[src/rtl/ysyx_23060203_lsu.sv]
// Load/store stage: issues AXI4-Lite reads and writes for memory instructions,
// and registers all other instructions straight through to writeback.
module ysyx_23060203_lsu (
  input  logic        clock,
  input  logic        reset,
  input  logic        in_valid,
  output logic        in_ready,
  input  logic [31:0] in_pc,
  input  logic        in_mem_ren,
  input  logic        in_mem_wen,
  input  logic [2:0]  in_mem_func,
  input  logic [31:0] in_addr,
  input  logic [31:0] in_wdata,
  input  logic [4:0]  in_gpr_waddr,
  input  logic [31:0] in_gpr_wdata,
  input  logic        in_csr_wen,
  input  logic [11:0] in_csr_waddr,
  input  logic [31:0] in_csr_wdata,
  input  logic        in_exc,
  input  logic        in_ret,
  input  logic        in_fencei,
  output logic        out_valid,
  input  logic        out_ready,
  output logic [31:0] out_pc,
  output logic [4:0]  out_gpr_waddr,
  output logic [31:0] out_gpr_wdata,
  output logic        out_csr_wen,
  output logic [11:0] out_csr_waddr,
  output logic [31:0] out_csr_wdata,
  output logic        out_exc,
  output logic        out_ret,
  output logic        out_fencei,
  input  logic        flush,
  output logic [31:0] araddr,
  output logic        arvalid,
  input  logic        arready,
  input  logic [31:0] rdata,
  input  logic [1:0]  rresp,
  input  logic        rvalid,
  output logic        rready,
  output logic [31:0] awaddr,
  output logic        awvalid,
  input  logic        awready,
  output logic [31:0] wdata,
  output logic [3:0]  wstrb,
  output logic        wvalid,
  input  logic        wready,
  input  logic [1:0]  bresp,
  input  logic        bvalid,
  output logic        bready
);

  typedef enum logic [2:0] {IDLE, RADDR, RDATA, WREQ, WRESP, DONE} state_t;

  state_t      state_p1, state_n, target;
  logic        block_p1, drop_p1, aw_done_p1, w_done_p1;
  logic        accept, serial, drop_now;
  logic [31:0] pc_p1, addr_p1, wdata_p1, gpr_wdata_p1, csr_wdata_p1;
  logic [2:0]  func_p1;
  logic [3:0]  wstrb_p1;
  logic [4:0]  gpr_waddr_p1;
  logic [11:0] csr_waddr_p1;
  logic        csr_wen_p1, exc_p1, ret_p1, fencei_p1;
  logic        unused_resp;

  function automatic logic [31:0] load_ext(input logic [2:0] func, input logic [1:0] lane,
                                           input logic [31:0] word);
    logic [31:0]        sh;
    logic signed [7:0]  b;
    logic signed [15:0] h;
    logic [31:0]        r;
    sh = word >> {lane, 3'b000};
    b  = sh[7:0];
    h  = lane[1] ? word[31:16] : word[15:0];
    case (func)
      3'b000:  r = {{24{b[7]}}, b};
      3'b100:  r = {24'd0, b};
      3'b001:  r = {{16{h[15]}}, h};
      3'b101:  r = {16'd0, h};
      default: r = word;
    endcase
    return r;
  endfunction

  function automatic logic [3:0] store_strb(input logic [1:0] func, input logic [1:0] lane);
    case (func)
      2'b00:   return 4'b0001 << lane;
      2'b01:   return lane[1] ? 4'b1100 : 4'b0011;
      default: return 4'b1111;
    endcase
  endfunction

  function automatic logic [31:0] store_data(input logic [1:0] func, input logic [31:0] d);
    case (func)
      2'b00:   return {4{d[7:0]}};
      2'b01:   return {2{d[15:0]}};
      default: return d;
    endcase
  endfunction

  // flush beats acceptance; in_ready is also forced low while reset is held
  assign in_ready = reset & !block_p1 & !flush &
                    ((state_p1 == IDLE) | ((state_p1 == DONE) & out_ready));
  assign accept   = in_valid & in_ready;
  assign serial   = in_csr_wen | in_exc | in_ret | in_fencei;
  assign drop_now = drop_p1 | flush;
  assign target   = in_mem_ren ? RADDR : (in_mem_wen ? WREQ : DONE);

  always_comb begin
    state_n = state_p1;
    case (state_p1)
      IDLE:    if (accept) state_n = target;
      RADDR:   if (arready) state_n = RDATA;
      RDATA:   if (rvalid) state_n = drop_now ? IDLE : DONE;
      WREQ:    if ((aw_done_p1 | awready) & (w_done_p1 | wready)) state_n = WRESP;
      WRESP:   if (bvalid) state_n = drop_now ? IDLE : DONE;
      DONE: begin
        if (flush)          state_n = IDLE;
        else if (out_ready) state_n = accept ? target : IDLE;
      end
      default: state_n = IDLE;
    endcase
  end

  // control stage: state, serialisation and flush bookkeeping
  always_ff @(posedge clock or negedge reset) begin
    if (!reset) begin
      state_p1   <= IDLE;
      block_p1   <= 1'b0;
      drop_p1    <= 1'b0;
      aw_done_p1 <= 1'b0;
      w_done_p1  <= 1'b0;
    end else begin
      state_p1 <= state_n;
      if (flush)               block_p1 <= 1'b0;
      else if (accept & serial) block_p1 <= 1'b1;
      if (state_n == IDLE || state_n == DONE) drop_p1 <= 1'b0;
      else if (flush)                         drop_p1 <= 1'b1;
      aw_done_p1 <= (state_p1 == WREQ) & (state_n == WREQ) & (aw_done_p1 | awready);
      w_done_p1  <= (state_p1 == WREQ) & (state_n == WREQ) & (w_done_p1 | wready);
    end
  end

  // data stage: instruction bundle, store lanes and extended load result
  always_ff @(posedge clock) begin
    if (accept) begin
      pc_p1        <= in_pc;
      addr_p1      <= in_addr;
      func_p1      <= in_mem_func;
      wstrb_p1     <= store_strb(in_mem_func[1:0], in_addr[1:0]);
      wdata_p1     <= store_data(in_mem_func[1:0], in_wdata);
      gpr_waddr_p1 <= in_gpr_waddr;
      gpr_wdata_p1 <= in_gpr_wdata;
      csr_wen_p1   <= in_csr_wen;
      csr_waddr_p1 <= in_csr_waddr;
      csr_wdata_p1 <= in_csr_wdata;
      exc_p1       <= in_exc;
      ret_p1       <= in_ret;
      fencei_p1    <= in_fencei;
    end else if (state_p1 == RDATA && rvalid) begin
      gpr_wdata_p1 <= load_ext(func_p1, addr_p1[1:0], rdata);
    end
  end

  assign out_valid     = (state_p1 == DONE);
  assign out_pc        = pc_p1;
  assign out_gpr_waddr = gpr_waddr_p1;
  assign out_gpr_wdata = gpr_wdata_p1;
  assign out_csr_wen   = csr_wen_p1;
  assign out_csr_waddr = csr_waddr_p1;
  assign out_csr_wdata = csr_wdata_p1;
  assign out_exc       = exc_p1;
  assign out_ret       = ret_p1;
  assign out_fencei    = fencei_p1;

  assign araddr  = addr_p1;
  assign arvalid = (state_p1 == RADDR);
  assign rready  = (state_p1 == RDATA);
  assign awaddr  = addr_p1;
  assign awvalid = (state_p1 == WREQ) & !aw_done_p1;
  assign wdata   = wdata_p1;
  assign wstrb   = wstrb_p1;
  assign wvalid  = (state_p1 == WREQ) & !w_done_p1;
  assign bready  = (state_p1 == WRESP);

  assign unused_resp = ^{rresp, bresp};

endmodule
[config.mk]
export PLATFORM = sky130hd
export DESIGN_NAME = ysyx_23060203_lsu
export DESIGN_NICKNAME = d
export VERILOG_FILES = /design/src/rtl/ysyx_23060203_lsu.sv
export SDC_FILE = /design/constraint.sdc
export NUM_CORES = 1
export LEC_CHECK = 0
export BUFFER_PORTS_ARGS = -buffer_cell sky130_fd_sc_hd__buf_2
export CAP_MARGIN = 40
export CORE_AREA = 2 2 175 177
export DETAILED_ROUTE_END_ITERATION = 12
export DIE_AREA = 0 0 177 179
export HOLD_SLACK_MARGIN = 0.06
export SYNTH_ARGS = -nofsm -noshare
export SYNTH_HDL_FRONTEND = slang
export SYNTH_SLANG_ARGS = --single-unit
[constraint.sdc]
create_clock -name clock -period 3.8 [get_ports clock]
set_clock_uncertainty 0.05 [all_clocks]
set_input_delay 0.76 -clock clock [delete_from_list [all_inputs] [get_ports clock]]
set_output_delay 0.76 -clock clock [all_outputs]
set_load 0.005 [all_outputs]
==> metrics.txt <==
status=complete, no violations; min setup slack post-route=1.43 ns; reg2reg path depth=5; clk slew on worst S/H paths=0.07 ns; CP max-delay cell=dfrtp_1; Worst Max-Slew Pin Slew=0.617 ns; MaxCap Viol Count=0; worst vdd ir=0.267 mV; Mapped Cells=481; worst setup path end=in_ready; Finished Layout Cells=1320; CTS tree=done; drt total wl=23.4 mm; Synth Register Bits=195; reg2reg end=out_gpr_wdata[18]; crit-path cells=nor4b_4 -> o21a_1 -> buf_2; adder-cell share of the synthesized area=0%; crit path from=state_p1[1]; unrepaired setup endpoints after global routing=no; Syn Std Cell Area=7580 um^2; Post-synth EDFFs=~190; CP delay by family, top=flip-flops; Final Slew Violations=0; Lkg Pwr=0.00454 uW; DR vias/cell=4.25; Antenna Nets Post-Route=0; Worst Setup Path Type=reg -> out; pwr dens=508 nW/um^2; DRC marker count from the first detailed-route iteration=348; WP data required=2.99 ns; Tot GR Track Use=between 10% and 20%; Clock power frac=around a third; FF-to-FF Start=state_p1[0]; P&R area growth vs syn=41.5%; DRC=0; CP arrival=roughly 1.6 ns; Std-Cell Rows=64; combinational power share=between 10% and 20%; drt pass-1 iters=4; most frequent cells in the layout=451 x buf_2, 188 x edfxtp_1, 46 x nand2_1; final net count=1142; largest net degree at the start of global routing=between 70 and 80; Max Clk Rate=0.421 GHz; Clk Latency, worst-skew pair=between 0.4 and 0.5 ns; antenna violations before repair=2; Rel. slew slack=just under 60%; Initial Util=25.2%; P_int=3950 uW; vias in the first global route=approximately 5.6k; die height=179 um; compound-cell area share of the yosys netlist=7.22%; Design Power=5450 uW; Fin. Hold Viols=0; Setup violations, final=0; CP max FO=8; sequential share of the synthesized area=76.8%; die area=31700 um^2; xor/xnor share of the synthesized area=0.116%; Core Area=roughly 30000 um^2; CTS Buf Count=17; Synthesized Nets=713; # IOs=456; simple-gate share of the synthesized area=6.72%; top_reg_cell synth=edfxtp_1; gpl congestion=0.789; vias=5611; worst hold path type=in -> async; Sw Share=27.4%; layout cell share with drive strength beyond 1=55.9%; total gr overflow=0; sequential share of power=50.2%; Hold-fix buffers, CTS=0; crit start category=flop; final worst-path cycle share=~62%; largest family of logic cells by synthesized area=compound AO/OA/AOI/OAI gates; Mean Syn Cell Area=15.8 um^2; Stages on worst setup path=3; postcts setup bufs=0; WP buf/inv=1; Async SR Flop Fraction=3.59%; port buffer count=451; most common cell after layout, fill and taps aside=buf_2; Critical Path Max Stage Delay=between 0.4 and 0.5 ns; Distinct cells, synth=between 50 and 60; Clock H-tree levels=4; Chip Width=177 um; Synth Warn #=0; CTS sink count=195; pre-CTS setup slack=1.00 ns; placed cells=approximately 1.3k; final setup TNS=0 ns; mux contribution to synthesized area=between 4 and 5%; critical path endpoint category=primary output; clk buf depth=2; global-route wire length before repair=32.6 mm; flop-to-flop setup slack=1.46 ns; crit path time final=2.37 ns; Net Switching=1490 uW; clk root buf=clkbuf_16; CTS resizes=0; DP HPWL=18.0 mm; WL/cell=17.7 um
## registers in the layout (all words and copies together) (netlist names), 3 cells and up
name           count
out_csr_waddr     12
out_gpr_wdata     32
wstrb              4
out_csr_wdata     32
state_p1           3
out_gpr_waddr      5
out_pc            32
func_p1            3
araddr            32
wdata             32
## per-layer routing
| layer | track usage, % | up-vias | part of all wire (%) |
|---|---|---|---|
| met2 | 22.5 | 258 | 49 |
| li1 | - | 2639 | - |
| met3 | 4.75 | 16 | 8.3 |
| met4 | 4.30 | 0 | 1.2 |
| met1 | 17.5 | 2698 | 42 |
| met5 | 0 | - | 0 |
## synthesized netlist by cell type (3+ instances only)
| cell type | count | share of area, % |
|---|---|---|
| o221ai_1 | 5 | 0.58 |
| clkbuf_1 | 14 | 0.69 |
| o21ai_0 | 17 | 1.1 |
| mux2i_1 | 14 | 1.8 |
| a21o_1 | 5 | 0.50 |
| buf_2 | 3 | 0.20 |
| nor2_1 | 37 | 1.8 |
| dfrtp_1 | 7 | 2.3 |
| nand2b_1 | 3 | 0.25 |
| buf_4 | 32 | 3.2 |
| a21oi_1 | 41 | 2.7 |
| edfxtp_1 | 188 | 75 |
| inv_1 | 7 | 0.35 |
| mux2_2 | 17 | 2.5 |
| nand3_1 | 3 | 0.20 |
| nand2_1 | 46 | 2.3 |
## power by group through the flow
stage,sequential (uW),clock [uW],combinational (uW)
2_1_floorplan,2790,0,388
3_3_place_gp,2780,0,836
3_5_place_dp,2780,0,845
4_1_cts,2740,1940,846
5_1_grt,2750,2020,925
6_report,2730,1880,834
## worst min-delay path by stage
stage,from,to,cells past startpoint
2_1_floorplan,reset,aw_done_p1,0
3_3_place_gp,w_done_p1,aw_done_p1,1
3_5_place_dp,w_done_p1,aw_done_p1,1
4_1_cts,reset,block_p1,1
5_1_grt,reset,block_p1,1
6_report,reset,block_p1,1
## stage by stage
step	hold slack, ns	util, %	area (um^2)
6_report	0.108	35.7	10700
5_1_grt	0.0973	35.7	10700
4_1_cts	0.0801	35.7	10700
3_5_place_dp	0.435	33.7	10100
3_3_place_gp	0.429	33.7	10100
2_1_floorplan	0.406	-	7580
## cell families (layout without fill, tap and decap cells)
group                  count (synthesis)  after routing
AO/OA/AOI/OAI                         86             86
XOR/XNOR                               1              1
buffers and inverters                 57            499
flip-flops                           195            195
multiplexers                          32             32
other                                  0              1
AND/OR/NAND/NOR                      110            110
## final cells by class
class / instances / area [um^2]
fill: 2985 / 19300
sequential: 195 / 5820
timing repair buffer: 459 / 2340
multi-input combinational: 229 / 1420
tap: 396 / 495
clock buffer: 18 / 429
clock inverter: 14 / 179
inverter: 8 / 35.0
antenna: 1 / 2.50
(Power assumes the default switching activity.)
